### config.mk
export PLATFORM = sky130hd
export DESIGN_NAME = axis_frame_len
export DESIGN_NICKNAME = d
export VERILOG_FILES = /design/src/rtl/axis_frame_len.sv
export SDC_FILE = /design/constraint.sdc
export NUM_CORES = 1
export LEC_CHECK = 0
export ABC_AREA = 0
export CORE_MARGIN = 10
export CORE_UTILIZATION = 40
export CTS_BUF_LIST = sky130_fd_sc_hd__clkbuf_4
export CTS_CLUSTER_DIAMETER = 200
export DETAILED_ROUTE_END_ITERATION = 8
export SLEW_MARGIN = 20
export SYNTH_ARGS = -nofsm -noshare
export SYNTH_HDL_FRONTEND = slang
export SYNTH_SLANG_ARGS = --single-unit
### constraint.sdc
create_clock -name clk -period 5.05 [get_ports clk]
set_input_delay 1.01 -clock clk [delete_from_list [all_inputs] [get_ports clk]]
set_output_delay 1.01 -clock clk [all_outputs]
set_load 0.05 [all_outputs]
### src/rtl/axis_frame_len.sv
// AXI-stream framer: tags every cfg_len-th accepted beat (or an upstream last) as
// end-of-frame, with all outputs driven from a two-entry skid buffer.
module axis_frame_len #(
    parameter int DATA_WIDTH = 24,
    parameter int LEN_WIDTH  = 16
) (
    input  logic                  clk,
    input  logic                  rst,
    input  logic [LEN_WIDTH-1:0]  cfg_len,
    input  logic [DATA_WIDTH-1:0] up_data,
    input  logic                  up_last,
    input  logic                  up_val,
    output logic                  up_rdy,
    output logic [DATA_WIDTH-1:0] dn_data,
    output logic                  dn_last,
    output logic                  dn_val,
    input  logic                  dn_rdy
);

    typedef enum logic [1:0] {
        EMPTY = 2'd0,
        ONE   = 2'd1,
        TWO   = 2'd2
    } buf_state_t;

    buf_state_t state, state_next;

    logic [LEN_WIDTH-1:0]  cnt;
    logic [LEN_WIDTH-1:0]  len;
    logic [LEN_WIDTH-1:0]  eff_len;
    logic                  tag;
    logic                  accept;
    logic                  emit;
    logic                  load_out_up;
    logic                  load_out_skid;
    logic                  load_skid;
    logic [DATA_WIDTH-1:0] skid_data;
    logic                  skid_last;

    assign accept = up_val & up_rdy;
    assign emit   = dn_val & dn_rdy;
    assign dn_val = (state != EMPTY);

    // The first beat of a frame compares against cfg_len directly, later beats
    // against the value latched on that first beat.
    assign eff_len = (cnt == '0) ? cfg_len : len;
    assign tag     = up_last | ((eff_len != '0) && (cnt == eff_len - 1'b1));

    always_ff @(posedge clk or negedge rst) begin
        if (!rst) begin
            cnt <= '0;
            len <= '0;
        end else if (accept) begin
            if (cnt == '0)
                len <= cfg_len;
            cnt <= tag ? '0 : cnt + 1'b1;
        end
    end

    always_comb begin
        state_next    = state;
        load_out_up   = 1'b0;
        load_out_skid = 1'b0;
        load_skid     = 1'b0;
        case (state)
            EMPTY: begin
                if (accept) begin
                    state_next  = ONE;
                    load_out_up = 1'b1;
                end
            end
            ONE: begin
                if (accept && emit) begin
                    load_out_up = 1'b1;
                end else if (accept) begin
                    state_next = TWO;
                    load_skid  = 1'b1;
                end else if (emit) begin
                    state_next = EMPTY;
                end
            end
            TWO: begin
                if (emit) begin
                    state_next    = ONE;
                    load_out_skid = 1'b1;
                end
            end
            default: state_next = EMPTY;
        endcase
    end

    // up_rdy is a flop so it stays low through reset and rises one edge after release.
    always_ff @(posedge clk or negedge rst) begin
        if (!rst) begin
            state  <= EMPTY;
            up_rdy <= 1'b0;
        end else begin
            state  <= state_next;
            up_rdy <= (state_next != TWO);
        end
    end

    always_ff @(posedge clk or negedge rst) begin
        if (!rst) begin
            dn_data <= '0;
            dn_last <= 1'b0;
        end else if (load_out_up) begin
            dn_data <= up_data;
            dn_last <= tag;
        end else if (load_out_skid) begin
            dn_data <= skid_data;
            dn_last <= skid_last;
        end
    end

    // Skid contents are only meaningful while state is TWO, so no reset is needed.
    always_ff @(posedge clk) begin
        if (load_skid) begin
            skid_data <= up_data;
            skid_last <= tag;
        end
    end

endmodule

==> impl_metrics.py, run 1 <==
metrics = {
    "floorplan": {
        "dieArea_um2": 16100,
        "start_util_pct": 41.4,
        "dieHeight_um": 127,
        "core-area_um2": 11000,
        "rows": 38,
        "dieWidth_um": 127,
        "io_pins": 72,
    },
    "cells_and_area": {
        "area_delta_synth_final_pct": 21.3,
        "final_common_cell": "clkdlybuf4s50_1",
        "nets": 554,
        "drive_gt1_share_pct": 12.4,
        "final_cell_mix": "clkdlybuf4s50_1, nand2_1, dfrtp_1",
        "antennaDiodeCount": 0,
    },
    "synth": {
        "ys_warn_count": 0,
        "synth_edf_count": 25,
        "synth_seq_cells": 85,
        "synth_cells": 437,
        "yosysSeqAreaShare_pct": 49.3,
        "synth_flop_cell": "dfrtp_1",
        "synth_async_sr_flop_share_pct": 70.6,
        "ys_types": 63,
        "synth.avg_cell_area_um2": 10.5,
        "syn_nets": 486,
        "synth_area_um2": 4570,
    },
    "clock_tree": {
        "cts_tree": "built",
        "cts_hold_buf": 0,
        "cts_buffers": 9,
        "clock_sinks": 85,
        "h-tree-depth": 3,
        "clockBufferDepth": 2,
        "clkLatencyLatePin_ns": 0.46,
        "cts-root-buf": "clkbuf_4",
        "post-cts-setup-buffer-count": 0,
        "ctsResizeCount": 0,
        "cts.clk_slew.worst_paths_ns": 0.14,
    },
    "global_routing": {
        "grt_use_total_pct": 14.8,
        "grt_max_degree": 61,
        "overflow": 0,
        "grt_pass1_wl_um": 19400,
        "grt_pass1_vias": 3648,
        "antenna_found_initial": 0,
    },
    "placed_design": {
        "portBuffers": 71,
        "hpwlAfterDp_um": 8690,
        "globalplace.congestion": 0.902,
    },
    "detailed_routing": {
        "first_pass_iters": 5,
        "vias": 3593,
        "dr_wl_met3_um": 709,
        "wirelength_um": 11800,
        "drc": 0,
        "viasPerCell": 5.53,
        "wl_met2_um": 5510,
        "met1_length_um": 5480,
        "detail-route-antenna-nets": 0,
        "dr.max_layer_used": "met4",
        "wl_per_cell_um": 18.2,
        "first_iter_violations": 237,
    },
    "worst_setup_path": {
        "worst-endpoint-arrival_ns": 4.99,
        "critPathKind": "reg -> reg",
        "crit_required_ns": 5.39,
        "critPathCaptureType": "flip-flop",
        "worst_setup_path_start_kind": "flip-flop",
        "critPathMaxFanout": 12,
    },
    "power_and_ir_drop": {
        "power_density_nw_per_um2": 547,
        "power_leakage_nw": 2.13,
        "irDropWorstVdd_mv": 0.372,
    },
    "flow_run": {
        "max-cap-violations": 0,
    },
    "timing": {
        "clock.fmax_mhz": 215,
        "skew_ns": 0.0206,
        "whs_ns": 0.497,
        "min_period_over_period_pct": 92.1,
        "tightest_slew_ns": 0.794,
        "relSlewSlack_pct": 47.1,
        "finalMaxSlewViolations": 0,
        "period_needed_ns": 4.65,
        "finalSetupTns_ns": 0,
        "final_hold_viol_count": 0,
        "setup-violations-final": 0,
        "grt_setup_unrepaired": "no",
    },
    "min_path": {
        "min_path_type": "reg -> reg",
    },
    "status": {
        "outcome": "finished clean",
    },
}
## power breakdown
part	internal (mW)	switching [mW]	total, mW
clock network	0.165	0.243	0.408
logic	0.598	0.919	1.52
registers	0.909	0.199	1.11
total	1.67	1.36	3.03
## registers in the layout, indices dropped and copies added (netlist names)
signal     cells
dn_data       24
skid_data     24
cnt           16
len           16
state          2
dn_last        1
skid_last      1
up_rdy         1
## cells in the mapped netlist, types with 6 or more instances
cell / n / area (um2)
nor3_1: 14 / 70.1
mux2_2: 15 / 169
dfrtp_1: 60 / 1500
o21ai_0: 18 / 90.1
xnor2_1: 27 / 236
nor2_1: 28 / 105
a22oi_1: 17 / 128
edfxtp_1: 25 / 751
a21oi_1: 7 / 35.0
nand3_1: 11 / 55.1
nand2_1: 60 / 225
nand4_1: 6 / 37.5
xor2_1: 9 / 78.8
clkbuf_1: 15 / 56.3
mux2i_1: 16 / 160
inv_1: 11 / 41.3
or3_1: 6 / 37.5
## per-layer routing
metal  up-vias  track usage, %
li1       1727               -
met1      1759            19.7
met2        95            22.8
met3        12            3.96
met4         0            4.89
met5         -               0
## kinds of logic after synthesis
kind of cell | count (synthesis) | share of synthesized area, %
fa+ha+maj | 4 | 1.10
mux | 31 | 7.21
simple gates | 172 | 19.7
flops | 85 | 49.3
xor+xnor | 36 | 6.90
buf+inv | 33 | 3.45
compound gates | 76 | 12.3
## area by class of cell
type / instances / area, um2
Clock buffer: 11 / 82.6
Multi-Input combinational cell: 319 / 2160
Sequential cell: 85 / 2250
Tap cell: 140 / 175
Clock inverter: 5 / 60.1
Inverter: 11 / 41.3
Fill cell: 1041 / 5490
Timing Repair Buffer: 79 / 766
## stage by stage
stage | instances | instance area (um2) | power, mW | util (%) | setup WS [ns]
floorplan | 437 | 4570 | 2.14 | - | 0.739
global placement | 634 | 5400 | 2.63 | 48.9 | 0.430
detailed placement | 634 | 5400 | 2.64 | 48.9 | 0.295
CTS | 650 | 5540 | 3.06 | 50.2 | 0.315
global route | 650 | 5540 | 3.23 | 50.2 | 0.0509
finish | 650 | 5540 | 3.03 | 50.2 | 0.400
## worst max-delay path, cell delays in order (launching register included)
cell	delay, ns
dfrtp_1	0.48
nor4_2	0.53
and4_1	0.45
mux2i_1	0.34
ha_1	0.30
or3b_2	0.53
a31oi_1	0.15
o311ai_0	0.14
a211o_1	0.35
a211oi_2	0.22
nand4_1	0.16
o41ai_4	0.48
and2_4	0.33
nor2_1	0.07
## path summary, 6_finish.rpt
check	to	startpoint	cells past startpoint	slack, ns
min	dn_data[20]	dn_data[20]	2	0.50
min in group asynchronous	len[9]	rst	2	0.69
max reg2reg	cnt[4]	cnt[13]	13	0.40
min reg2reg	dn_data[20]	dn_data[20]	2	0.50
max in group asynchronous	cnt[2]	rst	2	3.81
max	cnt[4]	cnt[13]	13	0.40
(Power assumes the default switching activity.)
==> run 2, diff against run 1 <==
--- a/config.mk
+++ b/config.mk
@@ -7,10 +7,11 @@
 export LEC_CHECK = 0
 export ABC_AREA = 0
 export CORE_MARGIN = 10
-export CORE_UTILIZATION = 40
+export CORE_UTILIZATION = 56
 export CTS_BUF_LIST = sky130_fd_sc_hd__clkbuf_4
 export CTS_CLUSTER_DIAMETER = 200
 export DETAILED_ROUTE_END_ITERATION = 8
+export PLACE_DENSITY = 0.9
 export SLEW_MARGIN = 20
 export SYNTH_ARGS = -nofsm -noshare
 export SYNTH_HDL_FRONTEND = slang
==> impl_metrics.py, run 2 (synthesis gave the netlist of run 1 again) <==
metrics = {
    "status": {
        "outcome": "finished clean",
    },
    "detailed_routing": {
        "vias": 3726,
        "detail-route-antenna-nets": 0,
        "drc": 0,
        "met1_length_um": 5000,
        "viasPerCell": 6.12,
        "dr.max_layer_used": "met4",
        "wl_met2_um": 5920,
        "wirelength_um": 11900,
        "first_pass_iters": 7,
        "dr_wl_met3_um": 853,
        "wl_per_cell_um": 19.6,
        "first_iter_violations": 292,
    },
    "clock_tree": {
        "clockBufferDepth": 2,
        "clock_sinks": 85,
        "h-tree-depth": 3,
        "cts_buffers": 9,
        "cts.clk_slew.worst_paths_ns": 0.15,
        "post-cts-setup-buffer-count": 0,
        "cts_tree": "built",
        "cts_hold_buf": 0,
        "ctsResizeCount": 0,
        "cts-root-buf": "clkbuf_4",
        "clkLatencyLatePin_ns": 0.45,
    },
    "timing": {
        "finalMaxSlewViolations": 0,
        "final_hold_viol_count": 0,
        "skew_ns": 0.0221,
        "tightest_slew_ns": 0.778,
        "grt_setup_unrepaired": "no",
        "period_needed_ns": 4.61,
        "clock.fmax_mhz": 217,
        "finalSetupTns_ns": 0,
        "min_period_over_period_pct": 91.2,
        "setup-violations-final": 0,
        "whs_ns": 0.492,
        "relSlewSlack_pct": 48.1,
    },
    "floorplan": {
        "dieArea_um2": 12200,
        "core-area_um2": 7850,
        "dieWidth_um": 110,
        "start_util_pct": 58.2,
        "io_pins": 72,
        "dieHeight_um": 110,
        "rows": 32,
    },
    "worst_setup_path": {
        "r2r_cells": 15,
        "r2r_start": "cnt[0]",
        "critPathKind": "reg -> reg",
        "r2r-end": "cnt[9]",
        "worst_setup_path_start_kind": "flip-flop",
        "critPathMaxFanout": 12,
        "critPathCaptureType": "flip-flop",
        "worst-endpoint-arrival_ns": 4.94,
        "crit_required_ns": 5.39,
        "r2r_slack_ns": 0.44,
    },
    "cells_and_area": {
        "final_common_cell": "clkdlybuf4s50_1",
        "top_regs": "dn_data x24, skid_data x24",
        "stdcell_area_um2": 5490,
        "final_util_pct": 69.9,
        "nets": 551,
        "area_delta_synth_final_pct": 20.1,
        "stdcell_count": 609,
        "final_cell_mix": "clkdlybuf4s50_1, nand2_1, dfrtp_1",
        "drive_gt1_share_pct": 12.4,
        "antennaDiodeCount": 0,
    },
    "placed_design": {
        "portBuffers": 71,
        "dp_cells": 593,
        "hpwlAfterDp_um": 8650,
        "placed_area_um2": 5330,
        "globalplace.congestion": 0.924,
    },
    "flow_run": {
        "max-cap-violations": 0,
    },
    "power_and_ir_drop": {
        "p_int_mw": 1.66,
        "irDropWorstVdd_mv": 0.400,
        "p_sw_mw": 1.39,
        "power_density_nw_per_um2": 556,
        "combPwrFrac_pct": 50.2,
        "clkPwrFrac_pct": 13.5,
        "p_seq_share_pct": 36.3,
        "power_leakage_nw": 2.12,
        "swShare_pct": 45.7,
    },
    "global_routing": {
        "grt_pass1_vias": 3750,
        "grt_pass1_wl_um": 19400,
        "antenna_found_initial": 0,
        "overflow": 0,
        "grt_use_total_pct": 20.2,
        "grt_max_degree": 61,
    },
    "min_path": {
        "hold_start": "dn_data[0]",
        "hold_end": "dn_data[0]",
        "min_path_type": "reg -> reg",
        "hold_depth": 2,
    },
}
-- run 2: cell count changes in the layout (fill, tap and decap cells not counted), sizes merged --
cell    before  now
inv         13   14
buf          9    6
clkbuf      11    9
clkinv       1    2
-- run 2: worst max path at each step --
| stage | startpoint | end | cells after the start |
|---|---|---|---|
| 6_report | cnt[0] | cnt[9] | 15 |
| 5_1_grt | cnt[0] | cnt[9] | 15 |
| 4_1_cts | cnt[0] | cnt[9] | 15 |
| 3_5_place_dp | cnt[0] | cnt[10] | 15 |
| 3_3_place_gp | cnt[0] | cnt[12] | 15 |
| 2_1_floorplan | cnt[0] | cnt[9] | 17 |
-- run 2: power by group through the flow --
stage | logic, mW | registers (mW) | clock network (mW)
after floorplan | 0.725 | 1.42 | 0
after global placement | 1.48 | 1.10 | 0
after detailed placement | 1.52 | 1.12 | 0
after CTS | 1.53 | 1.10 | 0.418
after global routing | 1.63 | 1.13 | 0.446
final | 1.53 | 1.11 | 0.412
-- run 2: cell type report --
| type | count | area (um2) |
|---|---|---|
| clock buffer | 9 | 67.6 |
| clock inverter | 7 | 80.1 |
| fill | 599 | 2360 |
| inverter | 11 | 41.3 |
| multi-input combinational | 319 | 2170 |
| sequential | 85 | 2250 |
| tap | 102 | 128 |
| timing repair buffer | 76 | 743 |
-- run 2: layer usage --
metal,up-vias,global-route usage [%]
li1,1725,-
met1,1841,26.3
met2,146,32.7
met3,14,5.22
met4,0,5.87
met5,-,0
-- run 2: through the flow --
step / total power [mW] / worst slack [ns]
2_1_floorplan: 2.14 / 0.739
3_3_place_gp: 2.59 / 0.520
3_5_place_dp: 2.63 / 0.267
4_1_cts: 3.05 / 0.225
5_1_grt: 3.21 / 0.128
6_report: 3.05 / 0.445
-- run 2: critical path, stage by stage (launching register included) --
cell and delay (ns):
dfrtp_1 0.45, inv_1 0.16, ha_1 0.17, nor3b_2 0.28, and4_1 0.39, mux2i_1 0.33
ha_1 0.29, or3b_2 0.52, a31oi_1 0.15, o311ai_0 0.17, a211o_1 0.37, a211oi_2 0.22
nand4_1 0.16, o41ai_4 0.45, and2_4 0.32, nor2_1 0.08
==> run 3, diff against run 2 <==
--- a/config.mk
+++ b/config.mk
@@ -6,12 +6,13 @@
 export NUM_CORES = 1
 export LEC_CHECK = 0
 export ABC_AREA = 0
+export CELL_PAD_IN_SITES_DETAIL_PLACEMENT = 0
+export CELL_PAD_IN_SITES_GLOBAL_PLACEMENT = 2
 export CORE_MARGIN = 10
-export CORE_UTILIZATION = 56
+export CORE_UTILIZATION = 36
 export CTS_BUF_LIST = sky130_fd_sc_hd__clkbuf_4
-export CTS_CLUSTER_DIAMETER = 200
 export DETAILED_ROUTE_END_ITERATION = 8
-export PLACE_DENSITY = 0.9
+export PLACE_DENSITY_LB_ADDON = 0.1
 export SLEW_MARGIN = 20
 export SYNTH_ARGS = -nofsm -noshare
 export SYNTH_HDL_FRONTEND = slang
==> impl_metrics.py, run 3 (synthesis gave the netlist of run 1 again) <==
metrics = {
    "worst_setup_path": {
        "critPathKind": "reg -> reg",
        "r2r_slack_ns": 0.44,
        "critical_path.cell_chain": "nor4_2 -> and4_1 -> mux2i_1 -> ha_1 -> or3b_2 -> a31oi_1 -> o311ai_0 -> a211o_1 -> a211oi_2 -> nand4_1 -> o41ai_4 -> and2_4 -> nor2_1",
        "crit_slowest_cell": "o41ai_4",
        "path_buf_inv": 0,
        "worst_setup_path_start_kind": "flip-flop",
        "critPathMaxFanout": 12,
        "r2r_start": "cnt[13]",
        "critPathCaptureType": "flip-flop",
        "worst-endpoint-arrival_ns": 4.98,
        "crit_required_ns": 5.42,
        "cpLargestDelayFamily": "simple AND/OR/NAND/NOR gates",
        "cp_slowest_stage_delay_ns": 0.60,
        "crit_path_start": "cnt[13]",
    },
    "global_routing": {
        "grt_use_total_pct": 14.5,
        "overflow": 0,
        "grt_max_degree": 38,
        "grt_pass1_wl_um": 20700,
        "antenna_found_initial": 0,
        "grt_pass1_vias": 3815,
    },
    "timing": {
        "finalSetupTns_ns": 0,
        "whs_ns": 0.490,
        "min_period_over_period_pct": 91.3,
        "finalMaxSlewViolations": 0,
        "clock.fmax_mhz": 217,
        "skew_ns": 0.0136,
        "setup-violations-final": 0,
        "final_hold_viol_count": 0,
        "period_needed_ns": 4.61,
        "relSlewSlack_pct": 41.7,
        "tightest_slew_ns": 0.875,
        "grt_setup_unrepaired": "no",
    },
    "clock_tree": {
        "cts.clk_slew.worst_paths_ns": 0.14,
        "post-cts-setup-buffer-count": 0,
        "h-tree-depth": 3,
        "ctsResizeCount": 0,
        "clock_sinks": 85,
        "cts-root-buf": "clkbuf_4",
        "cts_tree": "built",
        "cts_buffers": 9,
        "cts_hold_buf": 0,
        "clkLatencyLatePin_ns": 0.47,
        "clockBufferDepth": 2,
    },
    "cells_and_area": {
        "nets": 556,
        "nFillCells": 1259,
        "stdcell_count": 684,
        "final_common_cell": "clkdlybuf4s50_1",
        "drive_gt1_share_pct": 12.7,
        "final_cell_mix": "clkdlybuf4s50_1, nand2_1, dfrtp_1",
        "top_regs": "dn_data x24, skid_data x24",
        "antennaDiodeCount": 0,
        "area_delta_synth_final_pct": 23.6,
    },
    "floorplan": {
        "start_util_pct": 36.5,
        "io_pins": 72,
        "core-area_um2": 12500,
        "dieWidth_um": 133,
        "dieHeight_um": 133,
        "dieArea_um2": 17600,
        "rows": 41,
    },
    "power_and_ir_drop": {
        "irDropWorstVdd_mv": 0.341,
        "power_density_nw_per_um2": 559,
        "power_leakage_nw": 2.17,
    },
    "placed_design": {
        "portBuffers": 71,
        "hpwlAfterDp_um": 9000,
        "globalplace.congestion": 0.853,
        "dp_cells": 668,
    },
    "detailed_routing": {
        "first_iter_violations": 198,
        "wl_per_cell_um": 18.1,
        "first_pass_iters": 4,
        "viasPerCell": 5.17,
        "drc": 0,
        "detail-route-antenna-nets": 0,
        "vias": 3533,
        "wirelength_um": 12400,
    },
    "flow_run": {
        "max-cap-violations": 0,
    },
    "min_path": {
        "min_path_type": "reg -> reg",
        "hold_start": "dn_data[23]",
    },
    "status": {
        "outcome": "finished clean",
    },
}
==> run 3: power breakdown <==
part	switching [mW]	total, mW	leakage [nW]	internal (mW)
logic	0.926	1.53	1.09	0.600
clock network	0.262	0.523	0.0991	0.261
registers	0.196	1.11	0.980	0.909
==> run 3: through the flow <==
step / setup WS, ns / total power [mW] / utilization (%) / instance area (um2)
after floorplan: 0.739 / 2.14 / - / 4570
after global placement: 0.417 / 2.66 / 43.6 / 5450
after detailed placement: 0.373 / 2.66 / 43.6 / 5450
after CTS: 0.405 / 3.20 / 45.1 / 5650
after global routing: 0.115 / 3.37 / 45.1 / 5650
final: 0.440 / 3.15 / 45.1 / 5650
==> run 3: worst paths after layout <==
path | end | cells after the start
min | dn_data[23] | 2
min in group asynchronous | len[6] | 1
max reg2reg | cnt[12] | 13
min reg2reg | dn_data[23] | 2
max in group asynchronous | dn_data[11] | 2
max | cnt[12] | 13
==> run 3: final cells by class <==
type / instances / area (um2) / share of cell area, %
flip-flops and latches: 85 / 2250 / 39.9
well taps: 172 / 215 / 3.81
clock inverters: 6 / 118 / 2.08
clock buffers: 10 / 75.1 / 1.33
inverters: 11 / 41.3 / 0.731
multi-input cells: 319 / 2160 / 38.3
repair buffers: 81 / 781 / 13.8
==> run 3: tightest hold or removal path: cells and delay by family, from the launching register on <==
| kind | cells | cell delay [ns] |
|---|---|---|
| flip-flops | 1 | 0.36 |
| AND/OR/NAND/NOR | 2 | 0.11 |
==> run 3: routing by layer <==
| layer | part of all wire [%] | global-route usage [%] | up-vias |
|---|---|---|---|
| met1 | 47 | 18.7 | 1713 |
| met4 | 1.9 | 6.05 | 0 |
| met3 | 4.8 | 3.52 | 15 |
| met5 | 0 | 0 | - |
| met2 | 46 | 22.9 | 73 |
| li1 | - | - | 1732 |
